`src/rtl/wb_arbiter.sv`:
```
// wb_arbiter: round-robin writeback arbiter with per-register pending-write scoreboard; optional forwarding via WB_FWD_EN
module wb_arbiter #(
  parameter int NUM_SRC = 3,
  parameter int PEND_W  = 2,
  parameter int XLEN    = 32
) (
  input  logic                    clk,
  input  logic                    rstn,
  input  logic [NUM_SRC-1:0]      src_valid,
  output logic [NUM_SRC-1:0]      src_ready,
  input  logic [NUM_SRC*5-1:0]    src_rd_addr,
  input  logic [NUM_SRC*XLEN-1:0] src_rd_data,
  input  logic                    sb_set_en,
  input  logic [4:0]              sb_set_addr,
  output logic                    sb_set_ready,
  input  logic [4:0]              rs1_addr,
  input  logic [4:0]              rs2_addr,
  input  logic                    rs1_rd_en,
  input  logic                    rs2_rd_en,
  output logic                    rs1_busy,
  output logic                    rs2_busy,
  output logic [4:0]              rd_addr,
  output logic [XLEN-1:0]         rd_data,
  output logic                    rd_wr_en,
  output logic                    fwd_valid,
  output logic [4:0]              fwd_addr,
  output logic [XLEN-1:0]         fwd_data
);
  localparam int PTR_W = $clog2(NUM_SRC);
  localparam logic [PEND_W-1:0] CNT_MAX = '1;
  localparam logic [PEND_W-1:0] CNT_ONE = PEND_W'(1);
  logic [PTR_W-1:0]  rr_ptr;
  logic [PTR_W-1:0]  gidx;
  logic [PTR_W-1:0]  cand [NUM_SRC];
  logic [4:0]        addr_a [NUM_SRC];
  logic [XLEN-1:0]   data_a [NUM_SRC];
  logic              xfer;
  logic [4:0]        sel_addr;
  logic [XLEN-1:0]   sel_data;
  logic [PEND_W-1:0] cnt [32];
  logic [31:0]       set_vec;
  logic [31:0]       clr_vec;
  logic              hit1;
  logic              hit2;
  genvar i;
  generate
    for (i = 0; i < NUM_SRC; i++) begin : g_src
      assign addr_a[i] = src_rd_addr[5*i +: 5];
      assign data_a[i] = src_rd_data[XLEN*i +: XLEN];
      assign cand[i]   = PTR_W'((int'(rr_ptr) + i) % NUM_SRC);
    end
  endgenerate
  // pick the first valid source at or after rr_ptr; the grant doubles as ready
  always_comb begin
    src_ready = '0;
    gidx      = '0;
    xfer      = 1'b0;
    for (int k = 0; k < NUM_SRC; k++) begin
      if (!xfer && src_valid[cand[k]]) begin
        xfer              = 1'b1;
        src_ready[cand[k]] = 1'b1;
        gidx              = cand[k];
      end
    end
  end
  assign sel_addr = addr_a[gidx];
  assign sel_data = data_a[gidx];
  // registered write port; x0 results are consumed without a write, pointer moves past the winner
  always_ff @(posedge clk or negedge rstn) begin
    if (!rstn) begin
      rd_wr_en <= 1'b0;
      rd_addr  <= '0;
      rd_data  <= '0;
      rr_ptr   <= '0;
    end else begin
      rd_wr_en <= xfer && (sel_addr != 5'd0);
      if (xfer) begin
        rd_addr <= sel_addr;
        rd_data <= sel_data;
        rr_ptr  <= (gidx == PTR_W'(NUM_SRC - 1)) ? '0 : gidx + 1'b1;
      end
    end
  end
  assign sb_set_ready = cnt[sb_set_addr] != CNT_MAX;
  // one-hot set/clear requests per register; saturated sets are dropped
  always_comb begin
    set_vec = (sb_set_en && sb_set_ready && sb_set_addr != 5'd0) ? (32'd1 << sb_set_addr) : 32'd0;
    clr_vec = rd_wr_en ? (32'd1 << rd_addr) : 32'd0;
  end
  // pending-write counters; simultaneous set and clear cancel, decrement never wraps below zero
  always_ff @(posedge clk or negedge rstn) begin
    if (!rstn) begin
      for (int r = 0; r < 32; r++) cnt[r] <= '0;
    end else begin
      for (int r = 1; r < 32; r++) begin
        if (set_vec[r] && !clr_vec[r]) cnt[r] <= cnt[r] + 1'b1;
        else if (clr_vec[r] && !set_vec[r] && cnt[r] != '0) cnt[r] <= cnt[r] - 1'b1;
      end
    end
  end
  // forwarding of the committing write and busy suppression on its last outstanding write
  always_comb begin
`ifdef WB_FWD_EN
    fwd_valid = rd_wr_en;
    fwd_addr  = rd_addr;
    fwd_data  = rd_data;
    hit1      = rd_wr_en && rd_addr == rs1_addr && cnt[rs1_addr] == CNT_ONE;
    hit2      = rd_wr_en && rd_addr == rs2_addr && cnt[rs2_addr] == CNT_ONE;
`else
    fwd_valid = 1'b0;
    fwd_addr  = '0;
    fwd_data  = '0;
    hit1      = 1'b0;
    hit2      = 1'b0;
`endif
    rs1_busy = rs1_rd_en && cnt[rs1_addr] != '0 && !hit1;
    rs2_busy = rs2_rd_en && cnt[rs2_addr] != '0 && !hit2;
  end
endmodule

```
`config.mk`:
```
export PLATFORM = sky130hd
export DESIGN_NAME = wb_arbiter
export DESIGN_NICKNAME = d
export VERILOG_FILES = /design/src/rtl/wb_arbiter.sv
export SDC_FILE = /design/constraint.sdc
export NUM_CORES = 1
export LEC_CHECK = 0
export CAP_MARGIN = 30
export CELL_PAD_IN_SITES_DETAIL_PLACEMENT = 0
export CELL_PAD_IN_SITES_GLOBAL_PLACEMENT = 1
export CORE_MARGIN = 2
export CORE_UTILIZATION = 33
export CTS_BUF_LIST = sky130_fd_sc_hd__clkbuf_4 sky130_fd_sc_hd__clkbuf_8 sky130_fd_sc_hd__clkbuf_16
export DETAILED_ROUTE_END_ITERATION = 7
export GPL_TIMING_DRIVEN = 0
export PLACE_DENSITY_LB_ADDON = 0.1
export SYNTH_ARGS = -nofsm -noshare
export SYNTH_HDL_FRONTEND = slang
export SYNTH_SLANG_ARGS = --single-unit
```
`constraint.sdc`:
```
create_clock -name clk -period 2.9 [get_ports clk]
set_input_delay 0.58 -clock clk [delete_from_list [all_inputs] [get_ports clk]]
set_output_delay 0.58 -clock clk [all_outputs]
set_load 0.02 [all_outputs]
```
[Word-level counts from Yosys, hierarchy flattened]
Index checks and enable logic that the tools add are counted.
Word-level totals
  register bits: 102
  input port bits: 134
  output and inout port bits: 82
  word-level logic and storage cells: 457
Cells by class
  $add $sub $neg: 65
  div/mod/pow operators: 3
  order comparisons: 10
  eq/ne operators: 2
  shift-type cells: 2
  mux-type cells: 101
  bitwise gates (word level): 6
  reduce and logical (&&, ||, !) cells: 233
Operator list (number)
  $mux 2: 72
  $mux 32: 4
  $reduce_bool 2->1: 64
  $logic_and 1x1->1: 103
  $add 2x1->2 const B: 32
  $bmux 32 s2: 1
  $logic_not 1->1: 64
  $mod 32x3->32 const B: 2
  $shl 1x5->32 const A: 2
  $sub 2x1->2 const B: 31
  $mod 3x3->32 const B: 1
  $bmux 2 s5: 3
  $ge 6x6->1 const B: 3
  $not 5->6: 3
  $bmux 5 s2: 1
  $mux 5: 2
  $reduce_bool 5->1: 2
  $lt 2x3->1 const B: 3
  $mux 1: 9
  $mux 3: 3
  $bmux 1 s2: 3
  $demux 1 s2: 3
  $ge 2x1->1 const B: 3
  $or 3x3->3: 2
  other kinds (6): 6

[Depth between registers and ports, before layout]
Gate-level depths: netlist of the first run.
  depth after elaboration: 16
  gate-level depth with buffers: 11
  mapped depth without buffers: 8

[Worst setup path after synthesis of the first run]
OpenSTA, ideal clock, no wires.
  path type: input-to-output
  start: in sb_set_addr[1]
  end: out sb_set_ready
  arrival: 2.368 ns
  data required time: 2.320 ns
  path slack: -0.048 ns
  stages on the path: 8
  path buffers: 3
  cells stage by stage: buf_6 -> buf_8 -> buf_8 -> nand3_2 -> o21ai_1 -> mux4_2 -> mux4_1 -> inv_1
On the way
  longest elaborated chain between the ends: 5
RTL lines
  from (decl): RTL line 14  | input logic [4:0] sb_set_addr,
  $not 5->6 (not written as such): RTL line 84  | assign sb_set_ready = cnt[sb_set_addr] != CNT_MAX;
  $bmux 2 s5: RTL line 84
  $mux 2 (not written as such) (2 in series): RTL line 84
  $ne 2x2->1: RTL line 84
  to (decl): RTL line 15  | output logic sb_set_ready,
Every way passes these cells. The select of a mux whose other input is x is not followed.

[Worst setup path in the final report of the first run]
  start: in sb_set_addr[2]
  end: out sb_set_ready
Same word-level chain as after synthesis.

==> results of run 1 <==
## sequential cells by signal (all words and copies together) (netlist names)
| register | cells |
|---|---|
| cnt | 62 |
| rd_addr | 5 |
| rd_data | 32 |
| rd_wr_en | 1 |
| rr_ptr | 2 |
## logic make-up (layout without fill, tap and decap cells)
logic type / count (synthesis) / after routing
other: 1 / 38
AND/OR/NAND/NOR: 238 / 238
XOR/XNOR: 31 / 31
flip-flops: 102 / 102
adder cells (fa/ha/maj): 4 / 4
AO/OA/AOI/OAI: 295 / 295
multiplexers: 53 / 53
buffers and inverters: 113 / 325
## metrics by stage
stage | worst slack, ps | total power (W) | instances | utilization | area, um2
after floorplan | 41.0 | 0.00603 | 874 | - | 7660
after global placement | -3200 | 0.00801 | 1333 | 0.434 | 9760
after detailed placement | -1040 | 0.00805 | 1336 | 0.435 | 9800
after CTS | -149 | 0.00962 | 1363 | 0.457 | 10300
after global routing | -12.8 | 0.0106 | 1371 | 0.463 | 10400
final | 57.6 | 0.00979 | 1371 | 0.463 | 10400
## placed cells by master, fill, tap and decap left out, types with 6 or more instances in the layout
cell type / n
a211oi_1: 6
clkdlybuf4s50_1: 162
mux4_2: 15
a21o_1: 16
a22oi_2: 7
nor3_4: 9
nand2_1: 72
buf_6: 7
clkbuf_2: 11
buf_4: 65
o21ai_0: 102
a21oi_1: 52
a2bb2oi_1: 17
xnor2_1: 31
a22oi_1: 39
inv_1: 32
buf_2: 10
nand3_1: 15
mux2i_1: 35
clkbuf_1: 8
nor3_2: 18
nor2_1: 33
or3b_2: 13
nor3b_1: 22
o21ai_1: 15
dfrtp_1: 98
nor3_1: 9
conb_1: 38
clkbuf_16: 9
## how the worst min path moves through the flow
stage / startpoint / to / slack (ps) / cells after the start
after global routing: rstn / cnt[8] / 60 / 1
final: rstn / cnt[56] / 60 / 1
after floorplan: rstn / cnt[0] / 280 / 0
after CTS: rstn / cnt[56] / 50 / 1
after detailed placement: rstn / cnt[50] / 430 / 1
after global placement: rd_data[14] / rd_data[14] / 490 / 2
## metal layers
metal,global-route usage,up-vias
li1,-,3485
met1,0.264,3327
met2,0.352,208
met3,0.0618,23
met4,0.0556,0
met5,0,-
## report_power, final
group	internal, W	switching (W)	leakage, nW	total (W)
combinational	0.00262	0.00315	3.03	0.00577
clock	0.000766	0.000575	0.149	0.00134
sequential	0.00206	0.000623	1.10	0.00268
total	0.00544	0.00435	4.28	0.00979
## timing repair
| action | CTS | global route |
|---|---|---|
| setup buffers | 13 | 9 |
| gates resized for setup | 75 | 45 |
| pin swaps | 3 | 6 |
| cloned | 1 | 0 |
| hold endpoints to repair | 0 | 0 |
| setup endpoints to repair | 44 | 43 |
## worst max-delay path: stages
cell and delay, ps:
clkbuf_1 490, mux4_2 480, mux4_2 510, inv_2 60, buf_4 130
## cell type report
cell class,count,share of cell area
clock inverter,5,0.00804
buffer,76,0.0537
multi-input combinational,659,0.440
clock buffer,10,0.0223
tap,285,0.0342
timing repair buffer,200,0.185
sequential,102,0.245
inverter,34,0.0122
==> metrics, run 1 <==
status=complete, no violations; DIE WIDTH=155 um; RSZ-0062 raised after global routing=true; DP HPWL=19000 um; post-synthesis sequential area ratio=0.339; signal arrival time at the worst endpoint=2260 ps; metal3 WL=1790 um; number of max-cap violations=0; first-pass GRT wire length=39300 um; Layout area overhead=38.7%; H-Tree Depth=3; Req. time, crit path=2320 ps; Synth area leader=dfrtp_1; VDD IR max=462 uV; CP Capture Point=sb_set_ready; CTS sink cnt=102; multiplexer fraction of the synthesized cell area=0.0963; combinational family with the most area after synthesis=compound AO/OA/AOI/OAI gates; clock buffer depth=2; worst skew pair latency=360 ps; Pwr Density=939 nW/um2; top post-synthesis cells by count=o21ai_0 (106), dfrtp_1 (102), nand2_1 (72); # diodes=0; most area-consuming cells after synthesis=dfrtp_1 (34%), o21ai_0 (7.1%), mux2i_1 (4.8%); Final Cycle Share=0.980; #FFs+latches synth=102; Hold/Removal Path Class=input port to asynchronous set/reset pin; vias post-DR=7043; IO Count=216; Distinct cells, synth=61; dominant synthesized flop cell=dfrtp_1; number of synthesized flops with an enable pin=0; count of buffers from port buffering=174; routed wire length=25200 um; Core Rows=55; RR Endpoint=rd_wr_en; Total Die Area=24000 um2; CP endpoint kind=output pin; TritonCTS clock tree=built; crit path kind=input port to output pin; initial antenna violation count=0; clock skew=13.5 ps; DR vias/cell=5.14; pin count of the biggest net entering global routing=86; grt total ovfl=0; Worst Hold Slack=55.4 ps; starting DRC count in detailed routing=326; Startpoint Class=input port; Post-Synth Adder-Cell Area=0.00665; vias in the first global route=7098; FILL cells=2242; CP Max Fanout=9; setup TNS=0 ps; initial core utilization=0.334; gr usage total=0.210; asr flop ratio synth=1.00; register area=2560 um2; CTS Buf Count=9; max layer used=met4; LEAKAGE=4.28 nW; Max-slew headroom=0.363; fraction of layout cells with a size suffix above 1=0.197; routed len/inst=18.4 um; final count of hold timing violations=0; final setup violation count=0; Slew Limit Fails=0; area of the multi-input gates=4580 um2; cells on worst reg2reg path=11; cell with the most instances after synthesis=o21ai_0; hold_buf cts=0; DRT met1 WL=11000 um; routed wl met2=12000 um; post-synthesis simple-gate area fraction=0.188; syn avg cell area=8.99 um2; fmax=352 MHz; Nets=1220; Root Buffer=clkbuf_16; Worst R2R Start=rr_ptr[0]; Synth warnings=2; crit path from=sb_set_addr[2]; ANT nets after route=0; GP Congestion=0.832; Pre-antenna DRT Iters=4; min Tclk post-route=2840 ps; Compound-Gate Fraction of Synth Area=0.249; Die Height=155 um; xor-xnor portion of the synthesized cell area=0.0361; Post-Synthesis Cells=837; Clock Pin Slew Worst Setup and Hold Paths=70 ps; # DRC=0; reg2reg setup slack=150 ps; slew of the pin with the lowest slew margin=953 ps; Core Area=22500 um2; top cell type's share of synthesized area=0.339; Post-Syn Area=7520 um2
No activity file was read; power rests on OpenSTA's default activity.
==> inputs of run 2 (changes only) <==
--- a/config.mk
+++ b/config.mk
@@ -11,6 +11,7 @@
 export CORE_MARGIN = 2
 export CORE_UTILIZATION = 33
 export CTS_BUF_LIST = sky130_fd_sc_hd__clkbuf_4 sky130_fd_sc_hd__clkbuf_8 sky130_fd_sc_hd__clkbuf_16
+export CTS_CLUSTER_SIZE = 16
 export DETAILED_ROUTE_END_ITERATION = 7
 export GPL_TIMING_DRIVEN = 0
 export PLACE_DENSITY_LB_ADDON = 0.1
==> results of run 2 <==
No change in the layout: final DEF, timing and power equal those of run 1.
==> inputs of run 3 (changes only) <==
--- a/config.mk
+++ b/config.mk
@@ -8,6 +8,7 @@
 export CAP_MARGIN = 30
 export CELL_PAD_IN_SITES_DETAIL_PLACEMENT = 0
 export CELL_PAD_IN_SITES_GLOBAL_PLACEMENT = 1
+export CORE_ASPECT_RATIO = 0.8
 export CORE_MARGIN = 2
 export CORE_UTILIZATION = 33
 export CTS_BUF_LIST = sky130_fd_sc_hd__clkbuf_4 sky130_fd_sc_hd__clkbuf_8 sky130_fd_sc_hd__clkbuf_16
==> metrics, run 3 (synthesis results as in run 1) <==
Slew Limit Fails=0; LEAKAGE=4.36 nW; # DRC=0; ANT nets after route=0; most frequent cells in the layout=clkdlybuf4s50_1 (162), o21ai_0 (102), dfrtp_1 (100); routed len/inst=17.4 um; min Tclk post-route=2910 ps; initial antenna violation count=0; Core Rows=49; grt total ovfl=0; TritonCTS clock tree=built; vias post-DR=7141; RSZ-0062 raised after global routing=true; failing checks=setup timing; number of max-cap violations=0; Pwr Density=924 nW/um2; Clock Pin Slew Worst Setup and Hold Paths=80 ps; # diodes=0; pin count of the biggest net entering global routing=63; Nets=1238; clock buffer depth=2; signal arrival time at the worst endpoint=2330 ps; final worst setup slack=-10.6 ps; final setup violation count=1; most flop-heavy register=cnt; max reg flops=62; Worst Hold Slack=128 ps; Total Die Area=24000 um2; status=finished, violations left; CP Max Fanout=10; pre-CTS worst setup slack=-1020 ps; Pre-antenna DRT Iters=5; Req. time, crit path=2320 ps; CP endpoint kind=output pin; worst skew pair latency=370 ps; hold_buf cts=0; Layout area overhead=40.8%; FILL cells=2246; clock skew=16.0 ps; count of buffers from port buffering=174; DIE WIDTH=173 um; slew of the pin with the lowest slew margin=970 ps; vias in the first global route=6816; fmax=344 MHz; Max-slew headroom=0.352; Final Power=0.00979 W; CTS sink cnt=102; GP Congestion=0.805; Startpoint Class=input port; Regs by FF count=cnt: 62 flops, rd_data: 32 flops, rd_addr: 5 flops; commonest non-fill, non-tap cell in the layout=clkdlybuf4s50_1; starting DRC count in detailed routing=452; first-pass GRT wire length=38600 um; Root Buffer=clkbuf_16; gr usage total=0.204; DR vias/cell=5.06; fraction of layout cells with a size suffix above 1=0.204; IO Count=216; final count of hold timing violations=0; CTS Buf Count=9; Final Cycle Share=1.00; initial core utilization=0.335; crit path kind=input port to output pin; Hold/Removal Path Class=input port to asynchronous set/reset pin; routed wire length=24500 um; Die Height=139 um; DP HPWL=18600 um; VDD IR max=434 uV; H-Tree Depth=3; Core Area=22400 um2
[run 3: changes by cell type in the layout (fill, tap and decap cells not counted), sizes merged]
cell	before	now
clkinvlp	2	1
bufinv	2	0
clkbuf	34	31
buf	89	106
clkinv	0	4
clkdlybuf4s15	1	4
inv	35	36
[run 3: power breakdown]
group	leakage [nW]	internal, W	switching, W	total, W
combinational	3.11	0.00267	0.00321	0.00589
sequential	1.11	0.00205	0.000549	0.00260
clock	0.148	0.000620	0.000677	0.00130
total	4.36	0.00535	0.00444	0.00979
[run 3: layout make-up]
type	count	area, um2	share of cell area
buffer	76	549	0.0519
clock buffer	9	225	0.0213
clock inverter	7	90.1	0.00850
inverter	34	128	0.0120
multi-input combinational	659	4580	0.432
sequential	102	2550	0.241
tap	306	383	0.0361
timing repair buffer	218	2080	0.197
[run 3: worst paths after layout]
check	from	endpoint	slack, ps	cells after the start
setup / recovery	rs2_addr[0]	rs2_busy	-10	8
hold / removal	rstn	rd_data[30]	130	1
setup reg to reg	rr_ptr[1]	rd_data[21]	210	10
hold reg to reg	rd_data[24]	rd_data[24]	510	2
max in group asynchronous	rstn	cnt[40]	2070	2
min in group clk	rd_data[24]	rd_data[24]	510	2
[run 3: layer usage]
layer  wire (um)  global-route usage  up-vias
met4         364              0.0455        0
met3        1410              0.0417       22
li1            -                   -     3528
met5           0                   0        -
met2       11100               0.318      205
met1       11600               0.292     3386
[run 3: worst max-delay path: stages]
cell,delay [ps]
clkdlybuf4s15_2,300
buf_8,180
a21oi_1,90
a211oi_2,250
a21oi_2,60
mux4_2,450
and2_1,170
clkdlybuf4s15_2,240
[run 3: timing repair]
action | 4_1_cts | 5_1_grt
gates resized for setup | 73 | 38
buffers inserted | 27 | 15
cloned | 1 | 0
endpoints found under the setup margin | 44 | 44
pin swaps | 1 | 2
[run 3: through the flow]
step	cell area [um2]	instances	utilization	TNS [ps]
2_1_floorplan	7660	874	-	0
3_3_place_gp	9780	1354	0.436	-358400
3_5_place_dp	9810	1355	0.437	-23040
4_1_cts	10400	1397	0.465	-117
5_1_grt	10600	1411	0.472	-124
6_report	10600	1411	0.472	-10.6
